`config.mk`:
```
export PLATFORM = sky130hd
export DESIGN_NAME = pipe_control_flat
export DESIGN_NICKNAME = d
export VERILOG_FILES = /design/src/rtl/pipe_control_if.sv /design/src/rtl/pipe_control.sv /design/src/flat_wrapper.sv
export SDC_FILE = /design/constraint.sdc
export NUM_CORES = 1
export LEC_CHECK = 0
export CAP_MARGIN = 20
export CELL_PAD_IN_SITES_DETAIL_PLACEMENT = 1
export CELL_PAD_IN_SITES_GLOBAL_PLACEMENT = 2
export CORE_ASPECT_RATIO = 1.1
export CORE_MARGIN = 10
export CORE_UTILIZATION = 30
export DETAILED_ROUTE_END_ITERATION = 10
export GPL_ROUTABILITY_DRIVEN = 0
export HOLD_SLACK_MARGIN = 0.06
export PLACE_DENSITY = 0.84
export SETUP_SLACK_MARGIN = 0.02
export SYNTH_ARGS = -nofsm -noshare
export SYNTH_HDL_FRONTEND = slang
export SYNTH_SLANG_ARGS = --single-unit
```
`constraint.sdc`:
```
create_clock -name clk -period 5.2 [get_ports clk]
set_input_delay 1.04 -clock clk [delete_from_list [all_inputs] [get_ports clk]]
set_output_delay 1.04 -clock clk [all_outputs]
set_load 0.02 [all_outputs]
```
`src/rtl/pipe_control_if.sv`:
```
// pipe_control_if
//   Bundles every signal exchanged between the Y86-64 pipeline stages and the
//   central hazard/sequencing controller.
//   master : pipeline side, drives start/stage icodes/regs/status and
//            receives the stall/bubble controls, run state and counters.
//   slave  : controller side, the mirror image of master.
//   CNT_W  : width of every performance counter.
interface pipe_control_if #(
  parameter int CNT_W = 32
) ();

  logic             start;
  logic [3:0]       D_icode;
  logic [3:0]       E_icode;
  logic [3:0]       M_icode;
  logic [3:0]       W_icode;
  logic [3:0]       E_dstM;
  logic [3:0]       d_srcA;
  logic [3:0]       d_srcB;
  logic             e_cnd;
  logic [3:0]       m_stat;
  logic [3:0]       W_stat;

  logic             F_stall;
  logic             D_stall;
  logic             W_stall;
  logic             D_bubble;
  logic             E_bubble;
  logic             M_bubble;
  logic             set_cc;
  logic [1:0]       run_state;
  logic [3:0]       final_stat;
  logic [CNT_W-1:0] cycle_cnt;
  logic [CNT_W-1:0] retire_cnt;
  logic [CNT_W-1:0] lu_cnt;
  logic [CNT_W-1:0] mp_cnt;
  logic [CNT_W-1:0] ret_cnt;

  modport master (
    output start, D_icode, E_icode, M_icode, W_icode, E_dstM, d_srcA, d_srcB,
           e_cnd, m_stat, W_stat,
    input  F_stall, D_stall, W_stall, D_bubble, E_bubble, M_bubble, set_cc,
           run_state, final_stat, cycle_cnt, retire_cnt, lu_cnt, mp_cnt, ret_cnt
  );

  modport slave (
    input  start, D_icode, E_icode, M_icode, W_icode, E_dstM, d_srcA, d_srcB,
           e_cnd, m_stat, W_stat,
    output F_stall, D_stall, W_stall, D_bubble, E_bubble, M_bubble, set_cc,
           run_state, final_stat, cycle_cnt, retire_cnt, lu_cnt, mp_cnt, ret_cnt
  );

endinterface

```
`src/rtl/pipe_control.sv`:
```
// pipe_control
//   Central hazard/sequencing controller for the 5-stage Y86-64 pipeline.
//   Produces the stall/bubble controls for the F, D, E, M and W pipeline
//   registers and the condition-code write enable, owns the IDLE/RUN/STOP
//   run-state FSM and keeps saturating performance counters.
//   Ports:
//     clk    : system clock, all state updates on the rising edge
//     reset  : synchronous active-high, returns to IDLE and clears counters
//     bus    : pipe_control_if slave modport (stage inputs, control outputs,
//              run_state, final_stat and the five performance counters)
//   Control outputs are combinational from the stage inputs and the
//   registered run state; run_state, final_stat and counters are registered.
module pipe_control #(
  parameter int CNT_W = 32
) (
  input  logic          clk,
  input  logic          reset,
  pipe_control_if.slave bus
);

  // Y86-64 instruction and status encodings used by the hazard terms
  localparam logic [3:0] I_NOP    = 4'h1;
  localparam logic [3:0] I_OPQ    = 4'h6;
  localparam logic [3:0] I_MRMOVQ = 4'h5;
  localparam logic [3:0] I_JXX    = 4'h7;
  localparam logic [3:0] I_RET    = 4'h9;
  localparam logic [3:0] I_POPQ   = 4'hB;
  localparam logic [3:0] R_NONE   = 4'hF;
  localparam logic [3:0] S_AOK    = 4'h1;
  localparam logic [3:0] S_HLT    = 4'h2;
  localparam logic [3:0] S_ADR    = 4'h3;
  localparam logic [3:0] S_INS    = 4'h4;

  typedef enum logic [1:0] {
    IDLE = 2'd0,
    RUN  = 2'd1,
    STOP = 2'd2
  } run_state_t;

  run_state_t       state;
  logic [3:0]       final_stat;
  logic [CNT_W-1:0] cycle_cnt;
  logic [CNT_W-1:0] retire_cnt;
  logic [CNT_W-1:0] lu_cnt;
  logic [CNT_W-1:0] mp_cnt;
  logic [CNT_W-1:0] ret_cnt;

  // Raw hazard terms, independent of run state
  logic lu;
  logic mp;
  logic rt;
  logic mx;
  logic wx;
  logic running;

  // Saturating increment: a counter that reaches all-ones stays there
  function automatic logic [CNT_W-1:0] sat_inc(input logic [CNT_W-1:0] v);
    return (v == {CNT_W{1'b1}}) ? v : v + CNT_W'(1);
  endfunction

  // Decode the hazard conditions. A load/use only exists when the load
  // really writes a register, so the "no register" code never matches the
  // "no source" code in decode.
  always_comb begin
    lu = ((bus.E_icode == I_MRMOVQ) || (bus.E_icode == I_POPQ)) &&
         (bus.E_dstM != R_NONE) &&
         ((bus.E_dstM == bus.d_srcA) || (bus.E_dstM == bus.d_srcB));
    mp = (bus.E_icode == I_JXX) && !bus.e_cnd;
    rt = (bus.D_icode == I_RET) || (bus.E_icode == I_RET) ||
         (bus.M_icode == I_RET);
    mx = (bus.m_stat == S_HLT) || (bus.m_stat == S_ADR) ||
         (bus.m_stat == S_INS);
    wx = (bus.W_stat == S_HLT) || (bus.W_stat == S_ADR) ||
         (bus.W_stat == S_INS);
    running = (state == RUN);
  end

  // Pipeline control. Outside RUN the pipe is frozen: F/D/W hold, no
  // bubbles, no CC writes. In RUN a load/use stall on D takes precedence
  // over the ret bubble so D_stall and D_bubble are never both asserted.
  always_comb begin
    bus.F_stall  = 1'b1;
    bus.D_stall  = 1'b1;
    bus.W_stall  = 1'b1;
    bus.D_bubble = 1'b0;
    bus.E_bubble = 1'b0;
    bus.M_bubble = 1'b0;
    bus.set_cc   = 1'b0;
    if (running) begin
      bus.F_stall  = lu | rt;
      bus.D_stall  = lu;
      bus.D_bubble = mp | (!lu & rt);
      bus.E_bubble = mp | lu;
      bus.M_bubble = mx | wx;
      bus.W_stall  = wx;
      bus.set_cc   = (bus.E_icode == I_OPQ) & !mx & !wx;
    end
  end

  // Run-state FSM. Reset dominates start. Once an exceptional status
  // reaches W the machine stops for good, capturing that status on the
  // same edge so software can see why execution ended.
  always_ff @(posedge clk) begin
    if (reset) begin
      state      <= IDLE;
      final_stat <= 4'h0;
    end else begin
      case (state)
        IDLE: begin
          if (bus.start) begin
            state <= RUN;
          end
        end
        RUN: begin
          if (wx) begin
            state      <= STOP;
            final_stat <= bus.W_stat;
          end
        end
        STOP: begin
          state <= STOP;
        end
        default: begin
          state <= IDLE;
        end
      endcase
    end
  end

  // Performance counters advance only while running, including the cycle
  // that moves RUN->STOP. A retirement is a real instruction (not a nop)
  // with AOK status leaving W while W is not held.
  always_ff @(posedge clk) begin
    if (reset) begin
      cycle_cnt  <= '0;
      retire_cnt <= '0;
      lu_cnt     <= '0;
      mp_cnt     <= '0;
      ret_cnt    <= '0;
    end else if (running) begin
      cycle_cnt <= sat_inc(cycle_cnt);
      if ((bus.W_stat == S_AOK) && (bus.W_icode != I_NOP) && !bus.W_stall) begin
        retire_cnt <= sat_inc(retire_cnt);
      end
      if (lu) begin
        lu_cnt <= sat_inc(lu_cnt);
      end
      if (mp) begin
        mp_cnt <= sat_inc(mp_cnt);
      end
      if (rt && !lu) begin
        ret_cnt <= sat_inc(ret_cnt);
      end
    end
  end

  assign bus.run_state  = state;
  assign bus.final_stat = final_stat;
  assign bus.cycle_cnt  = cycle_cnt;
  assign bus.retire_cnt = retire_cnt;
  assign bus.lu_cnt     = lu_cnt;
  assign bus.mp_cnt     = mp_cnt;
  assign bus.ret_cnt    = ret_cnt;

endmodule
```
`src/flat_wrapper.sv`:
```
// flat-port wrapper written by rule: the top's interface ports become plain ports
module pipe_control_flat 
#(
  parameter int CNT_W = 32
)
  (clk, reset, bus_start, bus_D_icode, bus_E_icode, bus_M_icode, bus_W_icode, bus_E_dstM, bus_d_srcA, bus_d_srcB, bus_e_cnd, bus_m_stat, bus_W_stat, bus_F_stall, bus_D_stall, bus_W_stall, bus_D_bubble, bus_E_bubble, bus_M_bubble, bus_set_cc, bus_run_state, bus_final_stat, bus_cycle_cnt, bus_retire_cnt, bus_lu_cnt, bus_mp_cnt, bus_ret_cnt);
  pipe_control_if #(.CNT_W(CNT_W)) bus_i ();
  input  logic clk;
  input  logic reset;
  input wire logic [$bits(bus_i.start)-1:0] bus_start;
  input wire logic [$bits(bus_i.D_icode)-1:0] bus_D_icode;
  input wire logic [$bits(bus_i.E_icode)-1:0] bus_E_icode;
  input wire logic [$bits(bus_i.M_icode)-1:0] bus_M_icode;
  input wire logic [$bits(bus_i.W_icode)-1:0] bus_W_icode;
  input wire logic [$bits(bus_i.E_dstM)-1:0] bus_E_dstM;
  input wire logic [$bits(bus_i.d_srcA)-1:0] bus_d_srcA;
  input wire logic [$bits(bus_i.d_srcB)-1:0] bus_d_srcB;
  input wire logic [$bits(bus_i.e_cnd)-1:0] bus_e_cnd;
  input wire logic [$bits(bus_i.m_stat)-1:0] bus_m_stat;
  input wire logic [$bits(bus_i.W_stat)-1:0] bus_W_stat;
  output wire logic [$bits(bus_i.F_stall)-1:0] bus_F_stall;
  output wire logic [$bits(bus_i.D_stall)-1:0] bus_D_stall;
  output wire logic [$bits(bus_i.W_stall)-1:0] bus_W_stall;
  output wire logic [$bits(bus_i.D_bubble)-1:0] bus_D_bubble;
  output wire logic [$bits(bus_i.E_bubble)-1:0] bus_E_bubble;
  output wire logic [$bits(bus_i.M_bubble)-1:0] bus_M_bubble;
  output wire logic [$bits(bus_i.set_cc)-1:0] bus_set_cc;
  output wire logic [$bits(bus_i.run_state)-1:0] bus_run_state;
  output wire logic [$bits(bus_i.final_stat)-1:0] bus_final_stat;
  output wire logic [$bits(bus_i.cycle_cnt)-1:0] bus_cycle_cnt;
  output wire logic [$bits(bus_i.retire_cnt)-1:0] bus_retire_cnt;
  output wire logic [$bits(bus_i.lu_cnt)-1:0] bus_lu_cnt;
  output wire logic [$bits(bus_i.mp_cnt)-1:0] bus_mp_cnt;
  output wire logic [$bits(bus_i.ret_cnt)-1:0] bus_ret_cnt;
  assign bus_i.start = bus_start;
  assign bus_i.D_icode = bus_D_icode;
  assign bus_i.E_icode = bus_E_icode;
  assign bus_i.M_icode = bus_M_icode;
  assign bus_i.W_icode = bus_W_icode;
  assign bus_i.E_dstM = bus_E_dstM;
  assign bus_i.d_srcA = bus_d_srcA;
  assign bus_i.d_srcB = bus_d_srcB;
  assign bus_i.e_cnd = bus_e_cnd;
  assign bus_i.m_stat = bus_m_stat;
  assign bus_i.W_stat = bus_W_stat;
  assign bus_F_stall = bus_i.F_stall;
  assign bus_D_stall = bus_i.D_stall;
  assign bus_W_stall = bus_i.W_stall;
  assign bus_D_bubble = bus_i.D_bubble;
  assign bus_E_bubble = bus_i.E_bubble;
  assign bus_M_bubble = bus_i.M_bubble;
  assign bus_set_cc = bus_i.set_cc;
  assign bus_run_state = bus_i.run_state;
  assign bus_final_stat = bus_i.final_stat;
  assign bus_cycle_cnt = bus_i.cycle_cnt;
  assign bus_retire_cnt = bus_i.retire_cnt;
  assign bus_lu_cnt = bus_i.lu_cnt;
  assign bus_mp_cnt = bus_i.mp_cnt;
  assign bus_ret_cnt = bus_i.ret_cnt;
  pipe_control #(.CNT_W(CNT_W)) u_core (.clk(clk), .reset(reset), .bus(bus_i));
endmodule
```
# Word-level counts from Yosys, hierarchy flattened
# Index checks and enable logic that the tools add are counted.
# classes
n_eq_ne,27
magnitude_cmp,0
n_div,0
n_mul,0
n_addsub,5
mux,10
shifts,0
n_bitwise,12
reduce_logical,27
# ops
operator,count
$add 32x1->32 const B,5
$eq 32x32->1 const B,5
$eq 4x3->1 const B,5
$eq 4x2->1 const B,4
$eq 4x4->1 const B,4
$reduce_and 3->1,4
$eq 4x4->1,2
$logic_or 1x1->1,8
$mux 1,7
$logic_and 1x1->1,6
$pmux 2 s3,1
$reduce_and 2->1,3
$logic_not 1->1,5
$not 1->1,5
$eq 4x1->1 const B,1
$mux 2,2
$ne 4x1->1 const B,1
$ne 4x4->1 const B,1
$or 1x1->1,4
$and 1x1->1,3
$eq 2x1->1 const B,1
$eq 2x2->1 const B,1
$logic_not 2->1,1
$ne 2x1->1 const B,1
$ne 2x2->1 const B,1
# word_totals
ff_bits,166
ramBits,0
n_memories,0
inputBits,40
latchBits,0
rom_bits,0
elab_cells,88
output_inout_bits,173

# Longest topological paths before layout
# depth
word_depth,8
mapped_depth,9
ltp_nobuf,8

# Worst setup path before layout
# Ideal clock, no wire load.
# synth_timing
path_kind,input to output
start,input port bus_W_stat[0]
end,output port bus_M_bubble
slack_ns,2.001
t_arrival_ns,2.159
required_ns,4.160
cell_stages,4
path_buffers,0
cell_sequence,or3b_2 > a21oi_1 > nor2_1 > nor2_1
# synth_between
elab_chain_cells,5
elab_cells_between_ends,7
classes_between,eq/ne: 3; mux: 1; bitwise: 1; reduce/logical: 2
# synth_lines
item,line_no,rtl
"start, declared",flat_wrapper.sv:20,input wire logic [$bits(bus_i.W_stat)-1:0] bus_W_stat;
$eq 4x2->1,pipe_control.sv:73,wx = (bus.W_stat == S_HLT) || (bus.W_stat == S_ADR) ||
$logic_or 1x1->1,pipe_control.sv:73,
$logic_or 1x1->1 (*),pipe_control.sv:73,
$or 1x1->1 (*),pipe_control.sv:94,bus.M_bubble = mx | wx;
$mux 1 (*),pipe_control.sv:89,if (running) begin
"end, declared",flat_wrapper.sv:26,output wire logic [$bits(bus_i.M_bubble)-1:0] bus_M_bubble;
# Every way passes the cells marked *; elsewhere a longest branch is shown, timed or not.

# Worst setup path after layout
# layout_timing
start,input port bus_W_stat[0]
end,output port bus_W_stall
# layout_between
elab_chain_cells,4
elab_cells_between_ends,6
classes_between,eq/ne: 3; mux: 1; reduce/logical: 2
# layout_lines
item,line_no,rtl
$eq 4x2->1,pipe_control.sv:73,
$logic_or 1x1->1,pipe_control.sv:73,
$logic_or 1x1->1 (*),pipe_control.sv:73,
$mux 1 (*),pipe_control.sv:89,
"end, declared",flat_wrapper.sv:23,output wire logic [$bits(bus_i.W_stall)-1:0] bus_W_stall;
# Marks and branches as above.

==> impl_metrics.json <==
{
  "p_int_uw": 2062,
  "synth_top_area_cell": "dfxtp_1",
  "power.leakage_uw": 0.003693,
  "antennaDiodeCount": 0,
  "critPathTopFamily": "buffers and inverters",
  "max_freq_mhz": 223.2,
  "core-area_sq_mm": 0.02696,
  "ys.flop_type": "dfxtp_1",
  "pwr-share-comb_pct": 7.1,
  "clkTransAtPathRegs_ns": 0.07,
  "numCtsBuffers": 17,
  "slew_headroom_pct": 35.99,
  "cp_slowest_cell": "clkdlybuf4s50_1",
  "netlist_area_sq_mm": 0.008180,
  "hp-class": "flip-flop to flip-flop",
  "synthTopCellsByArea": "dfxtp_1 41%, xor2_1 8.1%, nor2_1 7.3%",
  "seqPwrFrac_pct": 47.3,
  "crit_arrival_ns": 3.44,
  "cp_max_fo": 6,
  "drt-total-wl_microns": 27520,
  "drive_above_1_share_pct": 5.194,
  "cts_resized": 0,
  "place_inst": 1538,
  "num_rows": 63,
  "sw_frac_of_total_pct": 24.44,
  "holdBufCountCts": 0,
  "syn-num-nets": 1041,
  "ff2ff_path_depth": 7,
  "viasPerCell": 5.086,
  "critical_path_class": "input pin to output port",
  "ctsLongestPathBuffers": 2,
  "first_pass_iters": 4,
  "ys_warn_count": 0,
  "cp_common_cell": "clkdlybuf4s50_1",
  "cts_tree": "built",
  "synth_common_cells": "166 x dfxtp_1, 160 x nor2_1, 76 x xor2_1, 67 x nand2_1, 66 x nand3_1",
  "max_cap_violations": 0,
  "avgSynthCellArea_sq_um": 8.230,
  "fin_cells": 1570,
  "grt_usage_pct": 15.93,
  "hold_viol": 0,
  "synth_edf_count": 0,
  "overflow": 0,
  "final_antenna_net_count": 0,
  "worst_pin_slew_ns": 0.9584,
  "route.vias.total": 7985,
  "postCtsSetupRepairBufs": 0,
  "path_buf_inv": 3,
  "period_needed_ns": 4.479,
  "clk_latency_ns": 0.43,
  "antenna_found_initial": 1,
  "dieArea_sq_mm": 0.03428,
  "wl_per_cell_microns": 17.53,
  "seq_area_frac_synth_pct": 40.62,
  "skew_ns": 0.01461,
  "yosysMostFrequentCell": "dfxtp_1",
  "num-nets-final": 1247,
  "cp_cell_sequence": "clkdlybuf4s50_1 -> or3b_2 -> a21oi_1 -> nor2_1 -> inv_1 -> clkdlybuf4s50_1",
  "grt_pass1_wl_microns": 44310,
  "fin_tns_setup_ns": 0,
  "portBuffers": 212,
  "cts-root-buf": "clkbuf_16",
  "setup.worst_path.end_class": "output port",
  "clock-sinks": 166,
  "synth-seq-cells": 166,
  "setup_violations": 0,
  "ir_drop_mv": 0.1685,
  "power.switching_uw": 666.8,
  "grt_max_degree": 88,
  "cpPeakStageDelay_ns": 0.63,
  "drv_slew": 0,
  "initial_core_util_pct": 30.34,
  "htreeDepth": 4,
  "first_iter_violations": 472,
  "area_growth_syn_to_layout_pct": 37.86,
  "totalPowerFinal_uw": 2728,
  "worst_setup_path_start_kind": "input pin",
  "required_ns": 4.16,
  "synth_top_area_share_pct": 40.62,
  "boundaryPins": 213,
  "detailed_place_hpwl_microns": 20530,
  "die_w_microns": 177.4,
  "drc": 0,
  "fin_crit_sh_pct": 86.14,
  "cp_num_cells": 6,
  "synth_cells": 994,
  "die_height_microns": 193.2,
  "status": "finished clean",
  "async_flop_share_pct": 0,
  "grt_pass1_vias": 8125,
  "p_clk_share_pct": 45.6,
  "power_density_mw_per_mm2": 241.9,
  "min_delay_path_depth": 2,
  "yosysUniqueCellTypes": 49,
  "rsz0062_at_grt": "false"
}
-- metrics by stage --
step	area (sq um)	setup WS, ns	util [%]	hold slack (ns)
after floorplan	8180	2.001	-	0.5619
after global placement	10710	0.7263	39.72	0.4835
after detailed placement	10710	0.6877	39.72	0.5010
after CTS	11280	0.6804	41.83	0.5127
after global routing	11280	0.5819	41.83	0.5448
final	11280	0.7205	41.83	0.5032
-- per-layer routing --
metal  track usage, %  up-vias  share of wire (%)
li1                 -     3951                  -
met1            18.88     3852                 43
met2            26.54      163                 48
met3            6.097       17                7.9
met4            4.235        2                1.1
met5                0        -              0.025
-- cells in the final DEF, fill, tap and decap left out, types with 11 or more instances in the layout --
cell type	n
a21oi_1	39
and2_1	11
and3_1	25
and4_1	13
clkbuf_16	17
clkdlybuf4s50_1	211
dfxtp_1	166
inv_1	23
nand2_1	67
nand3_1	66
nand4_1	62
nor2_1	160
nor3_1	26
nor4_1	19
o21ai_0	24
o31ai_1	13
or3_1	24
or4_1	21
xnor2_1	39
xor2_1	76
-- power by group through the flow --
stage | combinational (uW) | sequential, uW | clock [uW]
after floorplan | 88.4 | 1330 | 0
after global placement | 196 | 1320 | 0
after detailed placement | 197 | 1320 | 0
after CTS | 198 | 1290 | 1280
after global routing | 213 | 1290 | 1340
final | 193 | 1290 | 1240
-- cell type report --
class | count | area (sq um)
clock inverters | 11 | 98.84
flip-flops and latches | 166 | 3323
clock buffers | 21 | 470.5
multi-input cells | 770 | 4644
fillers | 3193 | 15680
well taps | 357 | 446.7
inverters | 23 | 86.33
repair buffers | 222 | 2207
-- worst reg2reg max path, delay by kind of cell (launching register included) --
family | cells | cell delay, ns
and+or+nand+nor | 4 | 1.35
buffers and inverters | 1 | 0.32
DFF | 1 | 0.46
AOI/OAI and AO/OA | 2 | 0.90
-- worst paths after layout --
kind / from / to / slack (ns)
worst min-delay path: u_core.bus.lu_cnt[23] / u_core.bus.lu_cnt[23] / 0.50
worst max register to register: u_core.bus.ret_cnt[3] / u_core.bus.ret_cnt[23] / 2.07
worst max-delay path: bus_W_stat[0] / bus_W_stall / 0.72
worst min register to register: u_core.bus.lu_cnt[23] / u_core.bus.lu_cnt[23] / 0.50
-- logic make-up (layout without fill, tap and decap cells) --
logic type | count (synthesis) | in the layout | share of synthesized area (%)
simple gates | 531 | 531 | 33.63
buf+inv | 58 | 277 | 2.661
compound gates | 99 | 99 | 7.357
flops | 166 | 166 | 40.62
mux | 18 | 18 | 2.340
fa+ha+maj | 7 | 7 | 1.071
xor+xnor | 115 | 115 | 12.31
-- flip-flops by register name, indices dropped and copies added (netlist names) --
name                   cells
u_core.bus.cycle_cnt      32
u_core.bus.lu_cnt         32
u_core.bus.mp_cnt         32
u_core.bus.ret_cnt        32
u_core.bus.retire_cnt     32
u_core.bus.final_stat      4
u_core.bus.run_state       2
(Power assumes the default switching activity.)
